$ cat config.mk
export PLATFORM = sky130hd
export DESIGN_NAME = write_back_stage
export DESIGN_NICKNAME = d
export VERILOG_FILES = /design/src/rtl/write_back_stage.sv
export SDC_FILE = /design/constraint.sdc
export NUM_CORES = 1
export LEC_CHECK = 0
export ABC_CLOCK_PERIOD_IN_PS = 1950
export BUFFER_PORTS_ARGS = -buffer_cell sky130_fd_sc_hd__buf_2
export CORE_AREA = 2 2 81 91
export CTS_CLUSTER_SIZE = 20
export DETAILED_ROUTE_END_ITERATION = 16
export DIE_AREA = 0 0 83 93
export PLACE_DENSITY = 0.73
export SETUP_SLACK_MARGIN = 0.5
export SYNTH_ARGS = -nofsm -noshare
export SYNTH_HDL_FRONTEND = slang
export SYNTH_SLANG_ARGS = --single-unit
$ cat constraint.sdc
create_clock -name clk -period 1.95 [get_ports clk]
set_input_delay 0.39 -clock clk [delete_from_list [all_inputs] [get_ports clk]]
set_output_delay 0.39 -clock clk [all_outputs]
set_load 0.02 [all_outputs]
$ cat src/rtl/write_back_stage.sv
// write_back_stage: registered MEM/WB stage with write-back select.
// Aligns and extends sub-word loads, picks among memory, execute and link
// results, and drives the register-file write port one cycle later.
// Optional feature macro: WB_RETIRE_CNT_EN adds a 32-bit retire_cnt output.
module write_back_stage #(
  parameter int DATA_W     = 32,
  parameter int REG_ADDR_W = 5
) (
  input  logic                  clk,
  input  logic                  rst_n,
  input  logic                  in_valid,
  input  logic                  stall,
  input  logic                  flush,
  input  logic                  reg_write,
  input  logic [1:0]            wb_sel,
  input  logic [1:0]            ld_size,
  input  logic                  ld_signed,
  input  logic [REG_ADDR_W-1:0] rd_addr,
  input  logic [DATA_W-1:0]     mem_data,
  input  logic [1:0]            addr_lo,
  input  logic [DATA_W-1:0]     ex_data,
  input  logic [DATA_W-1:0]     link_data,
`ifdef WB_RETIRE_CNT_EN
  output logic [31:0]           retire_cnt,
`endif
  output logic                  wb_valid,
  output logic                  wb_we,
  output logic [REG_ADDR_W-1:0] wb_addr,
  output logic [DATA_W-1:0]     wb_out
);

  logic [7:0]        byte_lane;
  logic [15:0]       half_lane;
  logic [DATA_W-1:0] load_data;
  logic [DATA_W-1:0] sel_data;
  logic              capture_we;

  // Pick the addressed byte and halfword lanes out of the raw memory word
  always_comb begin
    byte_lane = mem_data[7:0];
    case (addr_lo)
      2'd0:    byte_lane = mem_data[7:0];
      2'd1:    byte_lane = mem_data[15:8];
      2'd2:    byte_lane = mem_data[23:16];
      default: byte_lane = mem_data[31:24];
    endcase
    half_lane = addr_lo[1] ? mem_data[31:16] : mem_data[15:0];
  end

  // Extend the selected lane to full width; word loads pass straight through
  always_comb begin
    load_data = mem_data;
    case (ld_size)
      2'd0: begin
        if (ld_signed)
          load_data = {{(DATA_W-8){byte_lane[7]}}, byte_lane};
        else
          load_data = {{(DATA_W-8){1'b0}}, byte_lane};
      end
      2'd1: begin
        if (ld_signed)
          load_data = {{(DATA_W-16){half_lane[15]}}, half_lane};
        else
          load_data = {{(DATA_W-16){1'b0}}, half_lane};
      end
      default: load_data = mem_data;
    endcase
  end

  // Final result select; encoding 3 aliases the execute result
  always_comb begin
    sel_data = ex_data;
    case (wb_sel)
      2'd0:    sel_data = load_data;
      2'd2:    sel_data = link_data;
      default: sel_data = ex_data;
    endcase
    capture_we = in_valid & reg_write & (rd_addr != '0);
  end

  // WB pipeline register: flush kills the slot, stall holds everything
  always_ff @(posedge clk or negedge rst_n) begin
    if (!rst_n) begin
      wb_valid <= 1'b0;
      wb_we    <= 1'b0;
      wb_addr  <= '0;
      wb_out   <= '0;
    end else if (flush) begin
      wb_valid <= 1'b0;
      wb_we    <= 1'b0;
    end else if (!stall) begin
      wb_valid <= in_valid;
      wb_we    <= capture_we;
      wb_addr  <= rd_addr;
      wb_out   <= sel_data;
    end
  end

`ifdef WB_RETIRE_CNT_EN
  // Count instructions that actually enter WB; wraps naturally at 2^32
  always_ff @(posedge clk or negedge rst_n) begin
    if (!rst_n)
      retire_cnt <= '0;
    else if (in_valid & ~stall & ~flush)
      retire_cnt <= retire_cnt + 32'd1;
  end
`endif

endmodule
==> results of run 1 <==
power by group through the flow:
| stage | Clock, mW | Sequential [mW] | Combinational [mW] |
|---|---|---|---|
| final | 0.555 | 0.991 | 0.900 |
| after global placement | 0 | 1.00 | 0.868 |
| after global routing | 0.614 | 1.00 | 0.975 |
| after floorplan | 0 | 1.15 | 0.373 |
| after CTS | 0.571 | 0.990 | 0.892 |
| after detailed placement | 0 | 1.00 | 0.887 |
cells in the final DEF (no fill, tap or decap), types with 5 or more instances in the layout:
cell type / count
a21o_1: 6
a21oi_1: 15
a21oi_2: 5
a221o_1: 7
a221oi_1: 5
a22o_1: 6
a22oi_1: 19
a41oi_1: 5
a41oi_2: 9
buf_2: 146
buf_4: 12
clkbuf_8: 5
dfrtp_1: 39
mux2_2: 5
nand2_1: 37
nor2_1: 34
nor2b_1: 5
nor3_1: 6
o21a_1: 5
o21ai_0: 15
o31ai_1: 7
or2_2: 13
cells by family (layout without fill, tap and decap cells):
| family | after synthesis | in the layout |
|---|---|---|
| flip-flops | 39 | 39 |
| AND/OR/NAND/NOR | 108 | 108 |
| buffers and inverters | 32 | 180 |
| multiplexers | 10 | 10 |
| AO/OA/AOI/OAI | 124 | 124 |
area by class of cell:
class	count	area share, %
timing repair buffer	167	24.92
sequential	39	25.78
multi-input combinational	242	43.75
tap	85	2.809
clock buffer	6	1.917
clock inverter	2	0.3305
inverter	5	0.4957
flip-flops by register name, summed over array words and instances (netlist names):
register and cells:
wb_addr 5, wb_we 1, wb_out 32, wb_valid 1
timing repair:
| action | 4_1_cts | 5_1_grt |
|---|---|---|
| endpoints found under the setup margin | 21 | 19 |
| pin swaps | 4 | 0 |
| setup buffers | 1 | 0 |
| gates resized for setup | 1 | 15 |
| endpoints found under the hold margin | 0 | 0 |
| hold buffers | 0 | 0 |
worst max-delay path by stage:
| stage | start | endpoint | slack [ns] | cells past startpoint |
|---|---|---|---|---|
| finish | mem_data[31] | wb_out[12]$_DFFE_PN0P_ | 0.53 | 5 |
| floorplan | addr_lo[1] | wb_out[10]$_DFFE_PN0P_ | 0.24 | 5 |
| global route | wb_sel[1] | wb_out[16]$_DFFE_PN0P_ | 0.48 | 6 |
| CTS | addr_lo[1] | wb_out[8]$_DFFE_PN0P_ | 0.50 | 5 |
| global placement | addr_lo[1] | wb_out[21]$_DFFE_PN0P_ | 0.12 | 6 |
| detailed placement | addr_lo[1] | wb_out[16]$_DFFE_PN0P_ | 0.04 | 6 |
through the flow:
stage	power (mW)	cell area [um2]	utilization (%)	hold slack, ns	setup WS [ns]
finish	2.446	3786	55.30	0.1256	0.5288
global route	2.593	3786	55.30	0.1711	0.4795
CTS	2.453	3735	54.55	0.1502	0.4990
detailed placement	1.891	3626	52.96	0.4623	0.03624
global placement	1.871	3626	52.96	0.4585	0.1249
floorplan	1.524	2804	-	0.09441	0.2387
layer usage:
layer,track usage [%],wire length [um],vias to the layer above,part of all wire (%)
met5,0,0,-,0
met4,8.743,199,0,2.1
met3,5.207,686,18,7.3
met2,40.12,4514,137,48
met1,31.71,3977,1436,42
li1,-,-,1472,-
==> results_dict.tcl, run 1 <==
set metrics [dict create \
    grt_overflow 0 \
    dr.pass1.iters 4 \
    syn_inst 313 \
    clk_pin_slew_ns 0.09 \
    synth.area.top_cells "dfrtp_1 (37%), a22oi_1 (5.3%), nand2_1 (5.3%), nor2_1 (4.9%), a41oi_1 (4.6%)" \
    hold_class "in -> async" \
    leakagePower_nw 1.745 \
    r2r_start "wb_out[5]$_DFFE_PN0P_" \
    required_ns 2.14 \
    synthMuxAreaShare_pct 4.458 \
    max_freq_mhz 703.6 \
    ys.flop_type "dfrtp_1" \
    htreeDepth 2 \
    maxCapViolations 0 \
    cts_tree "built" \
    synth_compound_area_share_pct 35.19 \
    drc 0 \
    regArea_um2 975.9 \
    period_needed_ns 1.421 \
    start_kind "primary input" \
    slew-limit-headroom_pct 58.90 \
    path_buf_inv 1 \
    finalMaxSlewViolations 0 \
    clkPwrFrac_pct 22.7 \
    setup_viol 0 \
    worstSetupPathType "in -> reg" \
    cts_num_sinks 39 \
    synth_warnings 0 \
    wl_per_cell_um 17.17 \
    synthArstFlopShare_pct 100.0 \
    seq_area_frac_synth_pct 36.60 \
    num_vias 3063 \
    reg2reg_depth 3 \
    cts_root_buffer "clkbuf_8" \
    avgSynthCellArea_um2 8.519 \
    p_per_area_nw_per_um2 645.9 \
    crit_path_max_fanout 5 \
    path_delay_family "compound AO/OA/AOI/OAI gates" \
    internal-power_mw 1.555 \
    synth.cell_area_um2 2666 \
    nets 574 \
    pwr-share-seq_pct 40.5 \
    irDropWorstVdd_mv 0.3316 \
    synth_nets 427 \
    cts_buffers 5 \
    numPortBuffers 152 \
    power_frac_comb_pct 36.8 \
    ioPinCount 153 \
    finalNonFillerCells 546 \
    ant_nets 0 \
    num_rows 32 \
    die_w_um 83 \
    dp_hpwl_um 7315 \
    hold_viol 0 \
    yosysUniqueCellTypes 44 \
    timing.rr.end "wb_out[5]$_DFFE_PN0P_" \
    grt_first_pass_wirelength_um 15080 \
    switching_share_pct 36.41 \
    tightest_slew_ns 0.6159 \
    drive_above_1_share_pct 47.94 \
    cpMaxStageDelayCell "mux4_2" \
    yosys.area_share.simple_pct 18.44 \
    core_area_um2 6847 \
    area_growth_pct 42.00 \
    switching_power_mw 0.8905 \
    synth.most_common_cell "dfrtp_1" \
    routed_wl_um 9377 \
    cp.arrival_ns 1.61 \
    antenna_found_initial 0 \
    synth_common_cells "dfrtp_1 (39), nand2_1 (38), nor2_1 (35)" \
    gp_congestion 0.9397 \
    start_util_pct 38.94 \
    clock_latency_ns 0.29 \
    synth_top_area_share_pct 36.60 \
    synth_top_family_by_area "compound AO/OA/AOI/OAI gates" \
    cpPeakStageDelay_ns 0.52 \
    clk_path_buf_depth 2 \
    viasPerCell 5.610 \
    place_inst 537 \
    end_kind "register" \
    grt_usage_pct 24.35 \
    grt_pass1_vias 3064 \
    multi_input_area_um2 1657 \
    drt-initial-drc-count 206 \
    yosysTopAreaCell "dfrtp_1" \
    antennaDiodeCount 0 \
    timing.final.crit_share_pct 72.88 \
    skew_ns 0 \
    crit_chain "buf_8 -> mux4_2 -> a311oi_4 -> a22o_1 -> a21oi_2" \
    status "completed" \
    tns_ns 0 \
    dieArea_um2 7719 \
    grt_max_degree 49 \
    synth_adder_area_share_pct 0 \
    die_y_um 93 \
    synth_xor_area_share_pct 0 \
    n_fill_cell 649 \
    synth_seq_cells 39 \
    rsz0062_at_grt "yes" \
    r2r_slack_ns 1.06 \
    synth-edff-count 0 \
]
No activity file was read; power rests on OpenSTA's default activity.
==> inputs of run 2 (changes only) <==
Settings changed: ABC_CLOCK_PERIOD_IN_PS 1950 to 1150, PLACE_DENSITY 0.73 to 0.76.
Clock period 1.95 ns to 1.15 ns, I/O delays scaled along.
==> run 2 against run 1 <==
Net effect:
- the flow now finishes with violations (negative hold slack, negative setup slack)
- combinational power increased to 2.5 times the previous value
- clock power increased by 100%
- worst setup slack got worse by 0.64 ns
- count of clock-buffer cells in the layout unchanged
- die area is the same
- register-to-register slack got worse by 0.83 ns
- global-route usage is 1.9 points higher
- worst hold slack got worse by 0.23 ns
==> results_dict.tcl, run 2 (synthesis gave the netlist of run 1 again) <==
set metrics [dict create \
    finalMaxSlewViolations 0 \
    wl_per_cell_um 18.53 \
    num_rows 32 \
    max_freq_mhz 793.8 \
    routed_wl_um 11230 \
    largest_reg_flops 32 \
    clock_latency_ns 0.29 \
    nets 635 \
    violations "negative hold slack, negative setup slack" \
    timing.final.crit_share_pct 109.5 \
    drc 0 \
    dr.pass1.iters 5 \
    antennaDiodeCount 0 \
    crit_path_max_fanout 5 \
    reg.largest.list "wb_out x32, wb_addr x5" \
    drive_above_1_share_pct 68.71 \
    grt_first_pass_wirelength_um 16330 \
    cts_num_sinks 39 \
    cts_root_buffer "clkbuf_8" \
    final_common_cell "buf_2" \
    final_cell_mix "buf_2 (106), buf_6 (58), buf_4 (48)" \
    hold_viol 39 \
    htreeDepth 2 \
    regArea_um2 1016 \
    status "complete, but fails checks" \
    area_growth_pct 89.07 \
    multi_input_area_um2 1936 \
    whs_ns -0.1094 \
    gp_congestion 0.9350 \
    grt_pass1_vias 3353 \
    power_mw 5.153 \
    hold_class "in -> async" \
    die_w_um 83 \
    dp_hpwl_um 7761 \
    start_kind "primary input" \
    drt-initial-drc-count 183 \
    n_fill_cell 492 \
    leakagePower_nw 2.249 \
    reg2reg_depth 3 \
    dieArea_um2 7719 \
    cp.arrival_ns 1.44 \
    antenna_found_initial 0 \
    required_ns 1.33 \
    slew-limit-headroom_pct 77.11 \
    fin_util_pct 73.63 \
    worstSetupPathType "in -> reg" \
    viasPerCell 5.715 \
    grt_overflow 0 \
    timing.rr.end "wb_out[2]$_DFFE_PN0P_" \
    start_util_pct 38.94 \
    r2r_start "wb_out[2]$_DFFE_PN0P_" \
    layout_setup_ws_ns -0.1098 \
    r2r_slack_ns 0.23 \
    end_kind "register" \
    cts_tree "built" \
    cts_buffers 5 \
    grt_max_degree 40 \
    num_vias 3463 \
    grt_usage_pct 26.23 \
    setup_viol 26 \
    regMostFlops "wb_out" \
    irDropWorstVdd_mv 0.5621 \
    ioPinCount 153 \
    skew_ns 0 \
    clk_path_buf_depth 2 \
    numPortBuffers 152 \
    die_y_um 93 \
    clk_pin_slew_ns 0.08 \
    period_needed_ns 1.260 \
    p_per_area_nw_per_um2 1022 \
    tightest_slew_ns 0.3386 \
    maxCapViolations 0 \
    rsz0062_at_grt "yes" \
    ant_nets 0 \
    core_area_um2 6847 \
]
run 2: worst max path at each step:
stage / startpoint / endpoint / slack (ns) / cells past startpoint
2_1_floorplan: addr_lo[1] / wb_out[10]$_DFFE_PN0P_ / -0.40 / 5
3_3_place_gp: addr_lo[1] / wb_out[12]$_DFFE_PN0P_ / -0.47 / 5
3_5_place_dp: addr_lo[1] / wb_out[25]$_DFFE_PN0P_ / -0.55 / 7
4_1_cts: addr_lo[1] / wb_out[25]$_DFFE_PN0P_ / -0.09 / 7
5_1_grt: addr_lo[1] / wb_out[30]$_DFFE_PN0P_ / -0.17 / 7
6_report: addr_lo[1] / wb_out[9]$_DFFE_PN0P_ / -0.11 / 5
run 2: area by class of cell:
type / count / share of cell area, %
Clock buffer: 6 / 1.440
Tap cell: 85 / 2.110
Clock inverter: 1 / 0.5957
Multi-Input combinational cell: 242 / 38.40
Inverter: 5 / 0.4716
Timing Repair Buffer: 228 / 36.83
Sequential cell: 39 / 20.15
run 2: routing by layer:
metal,vias up,GRT usage [%],part of all wire (%)
met3,15,5.207,5.9
met2,171,46.51,53
met4,0,9.973,1.8
met1,1685,31.43,40
li1,1592,-,-
met5,-,0,0
run 2: report_power, final:
| part | switching [mW] | leakage (nW) | internal, mW |
|---|---|---|---|
| Sequential | 0.161 | 0.419 | 1.60 |
| Clock | 0.497 | 0.0513 | 0.637 |
| Combinational | 1.06 | 1.78 | 1.20 |
run 2: metrics by stage:
stage / cells / cell area (um2) / TNS [ns] / setup slack (ns) / hold slack [ns]
after floorplan: 313 / 2882 / -7.151 / -0.4013 / -0.06559
after global placement: 570 / 4013 / -12.76 / -0.4700 / 0.2162
after detailed placement: 570 / 4013 / -14.42 / -0.5515 / 0.2195
after CTS: 582 / 4497 / -1.384 / -0.09289 / -0.1045
after global routing: 606 / 5041 / -3.367 / -0.1669 / -0.08662
final: 606 / 5041 / -2.121 / -0.1098 / -0.1094
run 2: what timing repair did:
item	CTS	global route
pin swaps	9	35
hold endpoints to repair	39	39
endpoints found under the setup margin	78	78
gates resized for setup	101	81
cloned	0	5
buffers inserted	5	19
run 2: worst max-delay path: stages:
cell	delay [ns]
buf_12	0.08
mux4_2	0.55
a311oi_4	0.32
a22o_2	0.22
a21oi_2	0.05
